`config.mk`:
```
export PLATFORM = sky130hd
export DESIGN_NAME = control_sequencer
export DESIGN_NICKNAME = d
export VERILOG_FILES = /design/src/rtl/control_sequencer.sv
export SDC_FILE = /design/constraint.sdc
export NUM_CORES = 1
export LEC_CHECK = 0
export ABC_AREA = 1
export CAP_MARGIN = 20
export CORE_MARGIN = 3
export CORE_UTILIZATION = 50
export DETAILED_ROUTE_END_ITERATION = 6
export PLACE_DENSITY = 0.83
export SLEW_MARGIN = 20
export SYNTH_ARGS = -nofsm -noshare
export SYNTH_HDL_FRONTEND = slang
export SYNTH_SLANG_ARGS = --single-unit
export TNS_END_PERCENT = 20
```
`constraint.sdc`:
```
create_clock -name clk -period 3.6 [get_ports clk]
set_input_delay 0.72 -clock clk [delete_from_list [all_inputs] [get_ports clk]]
set_output_delay 0.72 -clock clk [all_outputs]
set_load 0.01 [all_outputs]
```
`src/rtl/control_sequencer.sv`:
```
// control_sequencer: multi-cycle FSM sequencing the 8-bit datapath.
// Optional retired-instruction counter: define CTRL_SEQ_RETIRE_CNT_EN.
module control_sequencer #(
   parameter logic [7:0] PC_RESET = 8'h00,
   parameter int         MEM_LAT  = 1
) (
   input  logic        clk,
   input  logic        reset,
   input  logic        run,
   input  logic [7:0]  instruction,
   input  logic [7:0]  rs_data1,
   input  logic [7:0]  rs_data2,
   output logic [7:0]  pc_addr,
   output logic [1:0]  alu_op,
   output logic [1:0]  immediate,
   output logic [1:0]  rs1_addr,
   output logic [1:0]  rs2_addr,
   output logic [1:0]  wr_addr,
   output logic        reg_wr_en,
   output logic [1:0]  regWriteSrc,
   output logic        rd,
   output logic        wr,
   output logic [7:0]  add,
   output logic [7:0]  mem_wr_data,
   output logic        busy,
   output logic        halted
`ifdef CTRL_SEQ_RETIRE_CNT_EN
   ,
   output logic [15:0] retired
`endif
);

   typedef enum logic [2:0] {
      IDLE,
      FETCH,
      DECODE,
      EXEC,
      MEMW,
      WB,
      HALT
   } state_t;

   localparam logic [1:0] LAT_M1 = 2'(MEM_LAT - 1);

   localparam logic [1:0] SRC_ALU = 2'b00;
   localparam logic [1:0] SRC_MEM = 2'b01;

   localparam logic [1:0] F_NOP  = 2'b00;
   localparam logic [1:0] F_JR   = 2'b01;
   localparam logic [1:0] F_BZ   = 2'b10;
   localparam logic [1:0] F_HALT = 2'b11;

   state_t     state;
   logic [7:0] ir;
   logic [1:0] cnt;

   logic [1:0] cls;
   logic [1:0] fn;
   logic       is_alu;
   logic       is_mem;
   logic       is_load;
   logic       is_store;
   logic       is_ctrl;
   logic [7:0] pc_plus1;

   // Field decode straight from the instruction register.
   always_comb begin
      cls      = ir[7:6];
      fn       = ir[5:4];
      is_alu   = ~ir[7];
      is_mem   = (cls == 2'b10);
      is_load  = is_mem & fn[1];
      is_store = is_mem & ~fn[1];
      is_ctrl  = (cls == 2'b11);
      pc_plus1 = pc_addr + 8'd1;
   end

   // Register-file addressing and ALU controls follow IR in every state.
   always_comb begin
      rs1_addr  = ir[3:2];
      rs2_addr  = ir[1:0];
      wr_addr   = ir[3:2];
      alu_op    = is_alu ? fn : 2'b00;
      immediate = (cls == 2'b01) ? ir[1:0] : 2'b00;
   end

   // Main sequencer; strobes are registered on entry to the state
   // in which they are asserted so they are clean Moore outputs.
   always_ff @(posedge clk or posedge reset) begin
      if (reset) begin
         state       <= IDLE;
         pc_addr     <= PC_RESET;
         ir          <= 8'h00;
         cnt         <= 2'd0;
         reg_wr_en   <= 1'b0;
         regWriteSrc <= SRC_ALU;
         rd          <= 1'b0;
         wr          <= 1'b0;
         add         <= 8'h00;
         mem_wr_data <= 8'h00;
         busy        <= 1'b0;
         halted      <= 1'b0;
      end else begin
         unique case (state)
            IDLE: begin
               if (run) begin
                  state <= FETCH;
                  busy  <= 1'b1;
               end
            end

            FETCH: begin
               ir    <= instruction;
               state <= DECODE;
            end

            DECODE: begin
               state <= EXEC;
               // Register data is stable from DECODE onward: nothing
               // writes the register file before EXEC ends.
               unique case (1'b1)
                  is_alu: begin
                     reg_wr_en   <= 1'b1;
                     regWriteSrc <= SRC_ALU;
                  end
                  is_store: begin
                     wr          <= 1'b1;
                     add         <= rs_data2;
                     mem_wr_data <= rs_data1;
                  end
                  is_load: begin
                     rd  <= 1'b1;
                     add <= rs_data2;
                  end
                  default: begin
                  end
               endcase
            end

            EXEC: begin
               reg_wr_en   <= 1'b0;
               wr          <= 1'b0;
               mem_wr_data <= 8'h00;
               if (is_load) begin
                  // rd and add stay asserted through MEMW.
                  cnt   <= LAT_M1;
                  state <= MEMW;
               end else if (is_ctrl) begin
                  add <= 8'h00;
                  unique case (fn)
                     F_NOP: begin
                        pc_addr <= pc_plus1;
                        state   <= FETCH;
                     end
                     F_JR: begin
                        pc_addr <= rs_data2;
                        state   <= FETCH;
                     end
                     F_BZ: begin
                        pc_addr <= (rs_data1 == 8'h00)
                                 ? rs_data2 : pc_plus1;
                        state   <= FETCH;
                     end
                     F_HALT: begin
                        state  <= HALT;
                        busy   <= 1'b0;
                        halted <= 1'b1;
                     end
                     default: begin
                        state <= FETCH;
                     end
                  endcase
               end else begin
                  add     <= 8'h00;
                  pc_addr <= pc_plus1;
                  state   <= FETCH;
               end
            end

            MEMW: begin
               if (cnt == 2'd0) begin
                  rd          <= 1'b0;
                  add         <= 8'h00;
                  reg_wr_en   <= 1'b1;
                  regWriteSrc <= SRC_MEM;
                  state       <= WB;
               end else begin
                  cnt <= cnt - 2'd1;
               end
            end

            WB: begin
               reg_wr_en   <= 1'b0;
               regWriteSrc <= SRC_ALU;
               pc_addr     <= pc_plus1;
               state       <= FETCH;
            end

            HALT: begin
               state <= HALT;
            end

            default: begin
               state <= IDLE;
            end
         endcase
      end
   end

`ifdef CTRL_SEQ_RETIRE_CNT_EN
   logic retire_now;

   // An instruction retires when it leaves EXEC (non-load) or WB.
   always_comb begin
      retire_now = ((state == EXEC) && !is_load) || (state == WB);
   end

   // Free-running retired-instruction counter, wraps naturally.
   always_ff @(posedge clk or posedge reset) begin
      if (reset) begin
         retired <= 16'h0000;
      end else if (retire_now) begin
         retired <= retired + 16'd1;
      end
   end
`endif

endmodule
```
==> results.py <==
metrics = {
    "floorplanning": {
        "die-width_um": 76.2,
        "rows": 24,
        "floorplan.initialDensity_pct": 54.1,
        "dieArea_um2": 5810,
        "io_pins": 68,
        "dieHeight_um": 76.2,
        "placeableCoreArea_um2": 4560,
    },
    "route": {
        "wire_per_inst_um": 12.3,
        "detail_route.drc_violations": 0,
        "num_vias": 2175,
        "routed-wl-met3_um": 297,
        "final_antenna_net_count": 0,
        "avgViaCountPerCell": 4.98,
        "initialDrtViolationCount": 92,
        "dr_wl_met2_um": 2500,
        "met1_length_um": 2490,
        "drt_pre_antenna_iters": 4,
        "totalWireLength_um": 5370,
        "highest_layer": "met4",
    },
    "clock_network": {
        "cts_repair_resize_count": 0,
        "clkTransAtPathRegs_ns": 0.07,
        "hold_buffers": 0,
        "cts_setup_buffers": 0,
        "cts_num_sinks": 43,
        "tritoncts": "done",
        "worst_skew_pair.late_latency_ns": 0.30,
        "cts.htree.levels": 2,
        "cts_root_buffer": "clkbuf_8",
        "cts_inserted_buffers": 5,
        "cts-root-to-sink-buffers": 2,
    },
    "sta": {
        "setup-tns-final_ns": 0,
        "final-max-slew-violation-count": 0,
        "timing.fmax_ghz": 0.427,
        "timing_hold_violations_final": 0,
        "worst_slew_margin_rel_pct": 41.3,
        "clock_skew_ns": 0.00570,
        "tightest_pin_transition_ns": 0.876,
        "setup_viol_count_final": 0,
        "period_minus_slack_ns": 2.34,
        "rsz0062_at_grt": "false",
        "layout_worst_path_cycle_share_pct": 65.1,
        "setup_ws_ns": 1.26,
    },
    "synth": {
        "synth_enable_flop_cells": 0,
        "synth_top_cells_by_area": "dfrtp_1 (44%), nand2_1 (14%), nand3_1 (5.3%)",
        "synthDominantAreaCellType": "dfrtp_1",
        "portion_of_the_post_synthesis_area_used_by_sequential_elements_pct": 43.6,
        "synth_ff_type": "dfrtp_1",
        "yosysWarningCount": 0,
        "syn_area_um2": 2470,
        "yosys-top-cells-count": "nand2_1 (91), dfrtp_1 (43), inv_1 (29)",
        "synth.distinct_cells": 32,
        "synthesis.area_per_instance_um2": 7.96,
        "synthesis.nets": 343,
        "yosys_register_bits": 43,
        "netlist_instances": 310,
        "leading_cell_type_by_number_of_instances_after_synthesis": "nand2_1",
        "synth_top_cell_area_share_pct": 43.6,
        "synthArstFlopShare_pct": 100,
    },
    "global_routing": {
        "number_of_antenna_violations_at_the_first_check_in_global_routing": 0,
        "groute.usage.overall_pct": 19.5,
        "grt_pass1_vias": 2108,
        "largest_net_degree_at_the_start_of_global_routing": 26,
        "globalRoute.totalOverflow": 0,
        "grt_first_pass_wirelength_um": 9400,
    },
    "place": {
        "worst_slack_at_placement_ns": 1.44,
        "finalWeightedCongestion": 0.861,
        "numPortBuffers": 66,
        "place_hpwl_um": 3970,
    },
    "power_and_ir_drop": {
        "power_density_nw_per_um2": 856,
        "power.ir.vdd_worst_uv": 462,
        "power.static_leakage_nw": 1.57,
    },
    "layout": {
        "area_occupied_by_multi_input_gates_um2": 1160,
        "antenna_cells_inserted": 0,
        "final.fill_count": 380,
        "area.growth.synth_to_final_pct": 29.8,
        "drive_above_1_share_pct": 13.7,
        "register_area_um2": 1080,
        "nets": 404,
    },
    "worst_setup_path": {
        "worstSetupEndpointType": "output port",
        "timing.critical_path.slowest_cell_delay_ns": 0.55,
        "path_class": "reg2out",
        "timing.critical_path.cells": "inv_1, nor2_1, clkdlybuf4s50_1",
        "critPathBufInv": 2,
        "critical_path_required_ns": 2.88,
        "worst_path_dominant_cell_family": "buffers and inverters",
        "worst_endpoint_data_arrival_time_ns": 1.62,
        "standard_cell_with_the_maximum_stage_delay_on_the_critical_path": "clkdlybuf4s50_1",
        "timing.critical_path.fanout_max": 13,
        "type_of_element_launching_the_critical_path": "register",
    },
    "run": {
        "max-cap-violations": 0,
    },
    "worst_hold_path": {
        "min_path_type": "reg2reg",
    },
    "outcome": {
        "status": "completed",
    },
}
## per-stage QoR
step | hold slack (ns) | std cells | utilization (%) | area, µm² | total power [mW]
6_report | 0.479 | 437 | 70.2 | 3200 | 2.74
5_1_grt | 0.501 | 437 | 70.2 | 3200 | 2.98
4_1_cts | 0.482 | 437 | 70.2 | 3200 | 2.76
3_5_place_dp | 0.456 | 429 | 68.4 | 3120 | 2.45
3_3_place_gp | 0.455 | 429 | 68.4 | 3120 | 2.41
2_1_floorplan | 0.452 | 310 | - | 2470 | 1.94
## state kept, by name (all words and copies together), names as in the netlist
signal and flops:
add 8, busy 1, cnt 2, halted 1, ir 8, mem_wr_data 8
pc_addr 8, rd 1, regWriteSrc 1, reg_wr_en 1, state 3, wr 1
## worst reg2reg max path, cell delays in order (launching register included)
cell     delay, ns
dfrtp_1       0.41
inv_1         0.22
ha_1          0.40
nand3_2       0.19
inv_1         0.16
nand2_2       0.13
nand2_1       0.10
nand2_1       0.05
nand2_1       0.05
nand2_1       0.04
## cells in the final DEF, fill, tap and decap left out, drive strengths merged
master         count
a21oi             11
buf                1
clkbuf             7
clkdlybuf4s50     66
clkinv             2
conb               1
dfrtp             43
ha                 6
inv               34
mux2               3
nand2            105
nand3             29
nand4              1
nor2              33
nor3               5
o211ai             1
o21ai             18
o31ai              1
or2                2
xnor2              1
xor2               2
## routing by layer
layer	vias to the layer above	GRT usage (%)
met5	-	0
met4	0	7.43
met3	7	5.20
met2	63	32.4
met1	1016	24.2
li1	1089	-
## worst paths after layout
| kind | slack, ns | cells after the start | from | to |
|---|---|---|---|---|
| setup / recovery | 1.26 | 3 | ir[5] | alu_op[1] |
| max in group asynchronous | 2.10 | 3 | reset | ir[6] |
| min in group asynchronous | 0.81 | 2 | reset | add[0] |
| setup reg to reg | 1.75 | 9 | ir[5] | pc_addr[1] |
| hold / removal | 0.48 | 1 | halted | halted |
| hold reg to reg | 0.48 | 1 | halted | halted |
## cell families (layout without fill, tap and decap cells)
family / after synthesis / after routing / share of synthesized area, %
XOR/XNOR: 3 / 3 / 1.07
multiplexers: 3 / 3 / 1.37
flip-flops: 43 / 43 / 43.6
buffers and inverters: 48 / 110 / 9.38
adder cells (fa/ha/maj): 6 / 6 / 3.04
AND/OR/NAND/NOR: 175 / 175 / 32.8
AO/OA/AOI/OAI: 31 / 31 / 8.62
other: 1 / 1 / 0.152
## cell type report
| class | instances | area share [%] |
|---|---|---|
| multi-input cells | 219 | 36.2 |
| flip-flops and latches | 43 | 33.6 |
| repair buffers | 67 | 20.9 |
| inverters | 35 | 4.26 |
| well taps | 65 | 2.54 |
| clock buffers | 7 | 2.38 |
| clock inverters | 1 | 0.156 |
## power by group
part	leakage [nW]	internal (mW)	switching [mW]	total, mW
combinational	0.986	0.704	0.857	1.56
clock	0.0422	0.136	0.162	0.298
sequential	0.540	0.694	0.189	0.883
(Power assumes the default switching activity.)
